$ cat src/rtl/decoder_rr_arbiter.sv
`default_nettype none
// ============================================================================
// Module   : decoder_rr_arbiter
// Brief    : N-way round-robin / fixed-priority arbiter with a forced-decode path
//            that issues a registered one-hot grant plus its binary index.
// Revision : 1.0 - initial release
// ============================================================================
module decoder_rr_arbiter #(
    parameter int K          = 3,
    parameter bit RR_DEFAULT = 1'b1
) (
    input  logic              wb_clk_i,
    input  logic              wb_rst_i,
    input  logic [2**K-1:0]   req_i,
    input  logic              done_i,
    input  logic              mode_wr_i,
    input  logic              mode_i,
    input  logic              force_en_i,
    input  logic [K-1:0]      force_idx_i,
    output logic [2**K-1:0]   grant_o,
    output logic [K-1:0]      grant_idx_o,
    output logic              grant_valid_o,
    output logic              forced_o
);

    localparam int N = 2**K;

    typedef enum logic [0:0] {
        S_IDLE  = 1'b0,
        S_GRANT = 1'b1
    } state_t;

    state_t         r_state;
    state_t         w_next_state;
    logic [N-1:0]   r_grant;
    logic [N-1:0]   w_next_grant;
    logic [K-1:0]   r_idx;
    logic [K-1:0]   w_next_idx;
    logic           r_forced;
    logic           w_next_forced;
    logic [K-1:0]   r_ptr;
    logic [K-1:0]   w_next_ptr;
    logic           r_mode;

    logic [K-1:0]   w_rr_idx;
    logic [K-1:0]   w_fx_idx;
    logic [K-1:0]   w_cand;
    logic [K-1:0]   w_win_idx;
    logic           w_any_req;
    logic           w_arb;

    // Scanning offsets from N down to 1 leaves the closest requester after the
    // pointer as the final assignment; offset N wraps to the pointer itself.
    always_comb begin
        w_rr_idx = '0;
        w_cand   = '0;
        for (int i = N; i >= 1; i--) begin
            w_cand = r_ptr + K'(i);
            if (req_i[w_cand]) begin
                w_rr_idx = w_cand;
            end
        end
    end

    always_comb begin
        w_fx_idx = '0;
        for (int i = N - 1; i >= 0; i--) begin
            if (req_i[i]) begin
                w_fx_idx = K'(i);
            end
        end
    end

    assign w_any_req = |req_i;
    assign w_win_idx = r_mode ? w_rr_idx : w_fx_idx;
    assign w_arb     = (r_state == S_IDLE) || done_i;

    always_comb begin
        w_next_state  = r_state;
        w_next_grant  = r_grant;
        w_next_idx    = r_idx;
        w_next_forced = r_forced;
        w_next_ptr    = r_ptr;
        if (w_arb) begin
            if (force_en_i) begin
                w_next_state  = S_GRANT;
                w_next_idx    = force_idx_i;
                w_next_grant  = N'(1) << force_idx_i;
                w_next_forced = 1'b1;
            end else if (w_any_req) begin
                w_next_state  = S_GRANT;
                w_next_idx    = w_win_idx;
                w_next_grant  = N'(1) << w_win_idx;
                w_next_forced = 1'b0;
                w_next_ptr    = w_win_idx;
            end else begin
                w_next_state  = S_IDLE;
                w_next_idx    = '0;
                w_next_grant  = '0;
                w_next_forced = 1'b0;
            end
        end
    end

    // Mode writes land at the edge, so the arbitration on that same edge
    // still sees the previous mode.
    always_ff @(posedge wb_clk_i) begin
        if (wb_rst_i) begin
            r_state  <= S_IDLE;
            r_grant  <= '0;
            r_idx    <= '0;
            r_forced <= 1'b0;
            r_ptr    <= K'(N - 1);
            r_mode   <= RR_DEFAULT;
        end else begin
            r_state  <= w_next_state;
            r_grant  <= w_next_grant;
            r_idx    <= w_next_idx;
            r_forced <= w_next_forced;
            r_ptr    <= w_next_ptr;
            if (mode_wr_i) begin
                r_mode <= mode_i;
            end
        end
    end

    assign grant_o       = r_grant;
    assign grant_idx_o   = r_idx;
    assign grant_valid_o = |r_grant;
    assign forced_o      = r_forced;

endmodule
`default_nettype wire

$ cat config.mk
export PLATFORM = sky130hd
export DESIGN_NAME = decoder_rr_arbiter
export DESIGN_NICKNAME = d
export VERILOG_FILES = /design/src/rtl/decoder_rr_arbiter.sv
export SDC_FILE = /design/constraint.sdc
export NUM_CORES = 1
export LEC_CHECK = 0
export CAP_MARGIN = 20
export CORE_MARGIN = 3
export CORE_UTILIZATION = 58
export DETAILED_ROUTE_END_ITERATION = 7
export PLACE_DENSITY = 0.93
export SLEW_MARGIN = 5
export SYNTH_ARGS = -nofsm -noshare
export SYNTH_HDL_FRONTEND = slang
export SYNTH_SLANG_ARGS = --single-unit
$ cat constraint.sdc
create_clock -name wb_clk_i -period 7.4 [get_ports wb_clk_i]
set_input_delay 1.48 -clock wb_clk_i [delete_from_list [all_inputs] [get_ports wb_clk_i]]
set_output_delay 1.48 -clock wb_clk_i [all_outputs]
set_load 0.02 [all_outputs]
==> results_dict.tcl, run 1 <==
set metrics [dict create \
    clock_insertion_delay_at_the_later_pin_of_the_skew_report_ns 0.30 \
    flow.area_growth_from_synthesis_pct 15.07 \
    cts_root_buffer "clkbuf_4" \
    clk_pin_slew_ns 0.10 \
    worstReg2RegStart "r_ptr[0]$_SDFFE_PP1P_" \
    seqCellArea_um2 340.3 \
    detail_route.first_pass.iterations 6 \
    pwr-share-clk_pct 11.0 \
    post-route-min-period_ns 4.305 \
    post_synthesis_cell_area_um2 1868 \
    final-instance-count-excl-fill 282 \
    drc 0 \
    multi_input_area_um2 1394 \
    power.switching_fraction_pct 45.27 \
    worst_clock_skew_ns 0.006494 \
    design.die.area_um2 3938 \
    hold-path-cell-count 2 \
    async_reset_ff_share_pct 0 \
    reg2reg_setup_slack_ns 3.09 \
    synth_top_area_share_pct 18.22 \
    iteration_0_drc_markers 250 \
    power.density_nw_per_um2 212.0 \
    cts.sink_count 17 \
    diodes 0 \
    place_congestion 1.040 \
    antenna_found_initial 0 \
    number_of_max_capacitance_violations_reported 0 \
    grt_pass1_wl_um 8645 \
    critPathArrivalTime_ns 4.53 \
    layout-drive-gt1-share_pct 10.42 \
    fp.dieW_um 62.75 \
    cell_internal_pwr_uw 249.4 \
    initial_cell_density_of_the_core_pct 64.41 \
    mappedNetlistNets 244 \
    die_h_um 62.75 \
    power_frac_seq_pct 26.7 \
    number_of_global_route_vias_before_repair 1816 \
    tightest_slew_ns 0.8650 \
    yosysUniqueCellTypes 56 \
    num_rows 19 \
    io_pins 30 \
    post_cts_resized 0 \
    global_route.usage.total_pct 26.69 \
    antenna_violating_nets_remaining 0 \
    critical_path.reg2reg.endpoint "grant_o[1]$_SDFFE_PP0P_" \
    total_switching_power_uw 206.2 \
    route.detailed.wl_per_inst_um 17.97 \
    critPathKind "reg -> reg" \
    number_of_vias_per_cell_after_detailed_routing 6.833 \
    worst_r2r_path_depth 9 \
    tritoncts "yes" \
    peak_supply_drop_v 0.0001263 \
    number_of_standard_cells_after_synthesis 225 \
    synth_seq_cells 17 \
    hold_end "forced_o$_SDFFE_PP0P_" \
    count_of_h_tree_levels_built_during_cts 1 \
    post-cts-setup-buffers 0 \
    drv_slew 0 \
    placedCellCount 278 \
    globalRoute.totalOverflow 0 \
    timing.final.crit_share_pct 58.18 \
    synthTopCellsByArea "dfxtp_1, mux4_2, mux2i_1" \
    warning_count_from_the_yosys_run 0 \
    total_power_uw 455.6 \
    mean_cell_area_of_the_mapped_netlist_um2 8.302 \
    count_of_flip_flops_with_a_built_in_enable_after_synthesis 0 \
    worstHoldPathType "reg -> reg" \
    num-nets-final 260 \
    sum_of_routed_wire_length_over_all_layers_um 5068 \
    worst_slew_margin_rel_pct 42.26 \
    result_of_the_run "completed" \
    cts_max_path_buffers 2 \
    synth_ff_type "dfxtp_1" \
    yosysSeqAreaShare_pct 18.22 \
    hold_violations 0 \
    cts_hold_buf 0 \
    largest_net_degree_at_the_start_of_global_routing 21 \
    numCtsBuffers 3 \
    setup_viol 0 \
    start_kind "register" \
    comb_power_share_pct 62.3 \
    timing_limited_maximum_frequency_mhz 232.3 \
    cp-end-kind "register" \
    final.setup.tns_ns 0 \
    leakagePower_uw 0.0008423 \
    buffer_ports.inserted 29 \
    vias 1927 \
    hpwlAfterDp_um 3786 \
    netlist.top_cell.by_area "dfxtp_1" \
    core_area_um2 2900 \
    layout.filler_cells 218 \
    hold_path.startpoint "forced_o$_SDFFE_PP0P_" \
    grt_setup_unrepaired "false" \
    worst-path-max-fanout 20 \
    worst-endpoint-required_ns 7.63 \
]
==> layout by cell type (no fill, tap or decap), types with 9 or more instances in the layout <==
master	count
a21oi_1	11
clkdlybuf4s50_1	29
dfxtp_1	17
inv_1	12
mux2i_1	9
mux4_2	9
nand2_1	19
nor2_1	17
o211ai_1	9
o21ai_0	14
==> flip-flops by register name, indices dropped and copies added (netlist names) <==
signal,cells
r_state,1
r_ptr,3
grant_idx_o,3
r_mode,1
forced_o,1
grant_o,8
==> cell type report <==
type | count | share of cell area, %
clock buffers | 3 | 1.048
clock inverters | 1 | 0.2328
inverters | 12 | 2.095
multi-input cells | 178 | 64.84
flip-flops and latches | 17 | 15.83
well taps | 42 | 2.445
repair buffers | 29 | 13.50
==> power groups by stage <==
stage               clock (uW)  combinational [uW]  sequential, uW
global route              56.1                 309             124
CTS                       52.2                 277             121
floorplan                    0                 210             119
global placement             0                 271             123
finish                    50.1                 284             122
detailed placement           0                 276             123
==> synth_stat cells (all sizes together) (3+ instances only) <==
cell / n
nor2b: 3
mux2: 7
nand2b: 4
o211ai: 9
mux4: 12
mux2i: 9
a31oi: 8
clkbuf: 8
o21ai: 16
a32oi: 3
a21oi: 11
a41o: 3
or3: 4
dfxtp: 17
nor4: 3
inv: 12
buf: 10
nand3: 7
and2: 3
a211oi: 3
nand2: 19
nor2: 17
==> kinds of logic after synthesis <==
| kind of cell | share of synthesized area, % |
|---|---|
| and+or+nand+nor | 17.88 |
| xor gates and xnor gates | 1.407 |
| adders and majority gates | 1.339 |
| AOI/OAI and AO/OA | 29.87 |
| DFF | 18.22 |
| muxes | 24.11 |
| buffers and inverters | 7.166 |
==> layer usage <==
layer  global-route usage [%]  wire length, um  vias to the layer above
li1                         -                -                      904
met1                    37.50             2228                      904
met2                    40.61             2346                      111
met3                    6.115              442                        8
met4                    7.989               51                        0
met5                        0                0                        -
==> through the flow <==
stage,area (um^2),hold slack [ns],util (%),setup slack (ns)
floorplan,1868,0.5302,-,3.590
global placement,2122,0.4446,73.17,3.031
detailed placement,2122,0.4579,73.17,3.000
CTS,2150,0.4792,74.12,3.126
global route,2150,0.4983,74.12,2.753
finish,2150,0.4703,74.12,3.095
==> worst max-delay path by stage <==
stage / start / endpoint / slack [ns] / cells past startpoint
2_1_floorplan: req_i[3] / r_ptr[2]$_SDFFE_PP1P_ / 3.59 / 8
3_3_place_gp: req_i[6] / r_ptr[2]$_SDFFE_PP1P_ / 3.03 / 8
3_5_place_dp: req_i[6] / r_ptr[2]$_SDFFE_PP1P_ / 3.00 / 8
4_1_cts: r_ptr[0]$_SDFFE_PP1P_ / r_ptr[2]$_SDFFE_PP1P_ / 3.13 / 9
5_1_grt: r_ptr[0]$_SDFFE_PP1P_ / grant_o[1]$_SDFFE_PP0P_ / 2.75 / 9
6_report: r_ptr[0]$_SDFFE_PP1P_ / grant_o[1]$_SDFFE_PP0P_ / 3.09 / 9
==> worst max-delay path, cell delays in order (launching register included) <==
cell and delay, ns:
dfxtp_1 0.90, inv_1 0.33, ha_1 0.65, mux4_2 0.64, a211oi_2 0.24, a21oi_1 0.07
or4_1 0.56, a211oi_1 0.46, o211ai_1 0.19, a31oi_1 0.19
Note: power is estimated with default switching activity, not from simulation.
==> run 2: changes to the inputs <==
--- a/config.mk
+++ b/config.mk
@@ -7,9 +7,9 @@
 export LEC_CHECK = 0
 export CAP_MARGIN = 20
 export CORE_MARGIN = 3
-export CORE_UTILIZATION = 58
+export CORE_UTILIZATION = 54
 export DETAILED_ROUTE_END_ITERATION = 7
-export PLACE_DENSITY = 0.93
+export PLACE_DENSITY = 0.87
 export SLEW_MARGIN = 5
 export SYNTH_ARGS = -nofsm -noshare
 export SYNTH_HDL_FRONTEND = slang
==> constraint.sdc (replaced) <==
create_clock -name wb_clk_i -period 4.45 [get_ports wb_clk_i]
set_input_delay 0.89 -clock wb_clk_i [delete_from_list [all_inputs] [get_ports wb_clk_i]]
set_output_delay 0.89 -clock wb_clk_i [all_outputs]
set_load 0.02 [all_outputs]
==> run 2 against run 1 <==
Register-to-register slack got worse by 2.2 ns. Final area is 0.82% higher. Count of clock-buffer cells in the layout stayed put. Via count decreased by 0.21%. Clock power up 68%. First-iteration DRC count shrank 4.4%. Utilization is 5.9 points lower. Setup slack got worse by 2.2 ns. Critical path depth shrank 1. Largest power group unchanged. Highest routed layer unchanged.
==> results_dict.tcl, run 2 (synthesis results as in run 1) <==
set metrics [dict create \
    result_of_the_run "completed" \
    cts_root_buffer "clkbuf_4" \
    critPathKind "in -> reg" \
    place_congestion 0.9612 \
    worst-endpoint-required_ns 4.68 \
    timing.final.crit_share_pct 80.07 \
    globalRoute.totalOverflow 0 \
    diodes 0 \
    worst-path-max-fanout 10 \
    drv_slew 0 \
    post_cts_resized 0 \
    timing.critical_path.slowest_stage_cell "mux4_1" \
    power.density_nw_per_um2 351.4 \
    largest_net_degree_at_the_start_of_global_routing 20 \
    drc 0 \
    iteration_0_drc_markers 239 \
    layout-drive-gt1-share_pct 11.16 \
    fp.dieW_um 64.82 \
    core_util_final_pct 68.19 \
    tritoncts "yes" \
    timing_limited_maximum_frequency_mhz 280.7 \
    num-nets-final 262 \
    mostFrequentLayoutCells "clkdlybuf4s50_1, nand2_1, nor2_1, dfxtp_1, o21ai_0" \
    leakagePower_uw 0.0008512 \
    critPathArrivalTime_ns 3.79 \
    global_route.usage.total_pct 25.46 \
    numCtsBuffers 3 \
    layout.filler_cells 271 \
    count_of_h_tree_levels_built_during_cts 1 \
    hpwlAfterDp_um 3775 \
    antenna_found_initial 0 \
    cts_hold_buf 0 \
    timing.critical_path.slowest_cell_delay_ns 0.70 \
    die_h_um 64.82 \
    clk_pin_slew_ns 0.10 \
    critical_path.n_buffers_inverters 1 \
    buffer_ports.inserted 29 \
    start_kind "input port" \
    final.setup.tns_ns 0 \
    worst_clock_skew_ns 0.005829 \
    vias 1923 \
    number_of_global_route_vias_before_repair 1771 \
    sum_of_routed_wire_length_over_all_layers_um 5001 \
    initial_cell_density_of_the_core_pct 58.78 \
    design.die.area_um2 4201 \
    cts.sink_count 17 \
    layout_commonest_cell "clkdlybuf4s50_1" \
    cp-end-kind "register" \
    path_cells "clkdlybuf4s50_1 > mux4_1 > mux2i_1 > mux2i_1 > or2_2 > o211ai_1 > o311ai_0 > o21ai_1" \
    number_of_vias_per_cell_after_detailed_routing 6.724 \
    detail_route.first_pass.iterations 5 \
    grt_pass1_wl_um 8542 \
    cts_max_path_buffers 2 \
    setup_viol 0 \
    peak_supply_drop_v 0.0002181 \
    post-cts-setup-buffers 0 \
    worst_path_top_cell_family_by_delay "multiplexers" \
    hold_violations 0 \
    io_pins 30 \
    largest_register_ff_count 8 \
    num_rows 20 \
    route.detailed.wl_per_inst_um 17.49 \
    worst_slew_margin_rel_pct 47.83 \
    cell_seen_most_often_among_critical_path_stages "mux2i_1" \
    post-route-min-period_ns 3.563 \
    grt_setup_unrepaired "false" \
    tightest_slew_ns 0.7629 \
    worstHoldPathType "reg -> reg" \
    clock_insertion_delay_at_the_later_pin_of_the_skew_report_ns 0.30 \
    number_of_max_capacitance_violations_reported 0 \
    flow.area_growth_from_synthesis_pct 16.01 \
    core_area_um2 3178 \
    antenna_violating_nets_remaining 0 \
]
[run 2: cell count changes in the layout (fill, tap and decap cells not counted), sizes merged]
cell | before | now
buf | 0 | 2
[run 2: path summary, 6_finish.rpt]
check | startpoint | endpoint | slack, ns | depth (start not counted)
max reg2reg | r_ptr[0]$_SDFFE_PP1P_ | r_ptr[2]$_SDFFE_PP1P_ | 0.93 | 9
min reg2reg | forced_o$_SDFFE_PP0P_ | forced_o$_SDFFE_PP0P_ | 0.47 | 2
max | req_i[2] | grant_o[7]$_SDFFE_PP0P_ | 0.89 | 8
min | forced_o$_SDFFE_PP0P_ | forced_o$_SDFFE_PP0P_ | 0.47 | 2
[run 2: layer usage]
layer | vias up | share of wire, % | GRT usage [%]
met3 | 11 | 9.9 | 5.719
met5 | - | 0 | 0
met2 | 103 | 45 | 37.29
met4 | 0 | 1.3 | 6.332
li1 | 915 | - | -
met1 | 894 | 44 | 37.54
[run 2: through the flow]
step / setup WS (ns) / std cells / hold WS, ns / cell area [um^2] / total power [uW]
2_1_floorplan: 0.8457 / 225 / 0.5302 / 1868 / 547.0
3_3_place_gp: 0.6709 / 282 / 0.4457 / 2140 / 654.9
3_5_place_dp: 0.6068 / 282 / 0.4490 / 2140 / 666.6
4_1_cts: 0.9239 / 286 / 0.4678 / 2167 / 751.1
5_1_grt: 0.6847 / 286 / 0.5110 / 2167 / 813.2
6_report: 0.8870 / 286 / 0.4686 / 2167 / 761.6
[run 2: final cells by class]
type,instances,area (um^2),area share [%]
Inverter,12,45.04,2.079
Sequential cell,17,340.3,15.70
Timing Repair Buffer,31,305.3,14.09
Clock buffer,3,22.52,1.039
Tap cell,44,55.05,2.540
Clock inverter,1,5.005,0.2309
Multi-Input combinational cell,178,1394,64.32
[run 2: worst register-to-register path, cell delays in order (launching register included)]
cell and delay [ns]:
dfxtp_1 0.34, inv_1 0.12, ha_1 0.62, mux4_2 0.65, a211oi_2 0.23, a21oi_1 0.07, or4_1 0.57, and2_4 0.17
o311a_4 0.38, a211o_1 0.26
[run 2: power by group]
part	leakage (uW)	total, uW	switching (uW)	internal [uW]
clock network	0.0000177	84.1	50.6	33.5
registers	0.000140	187	17.4	170
logic	0.000693	491	276	215
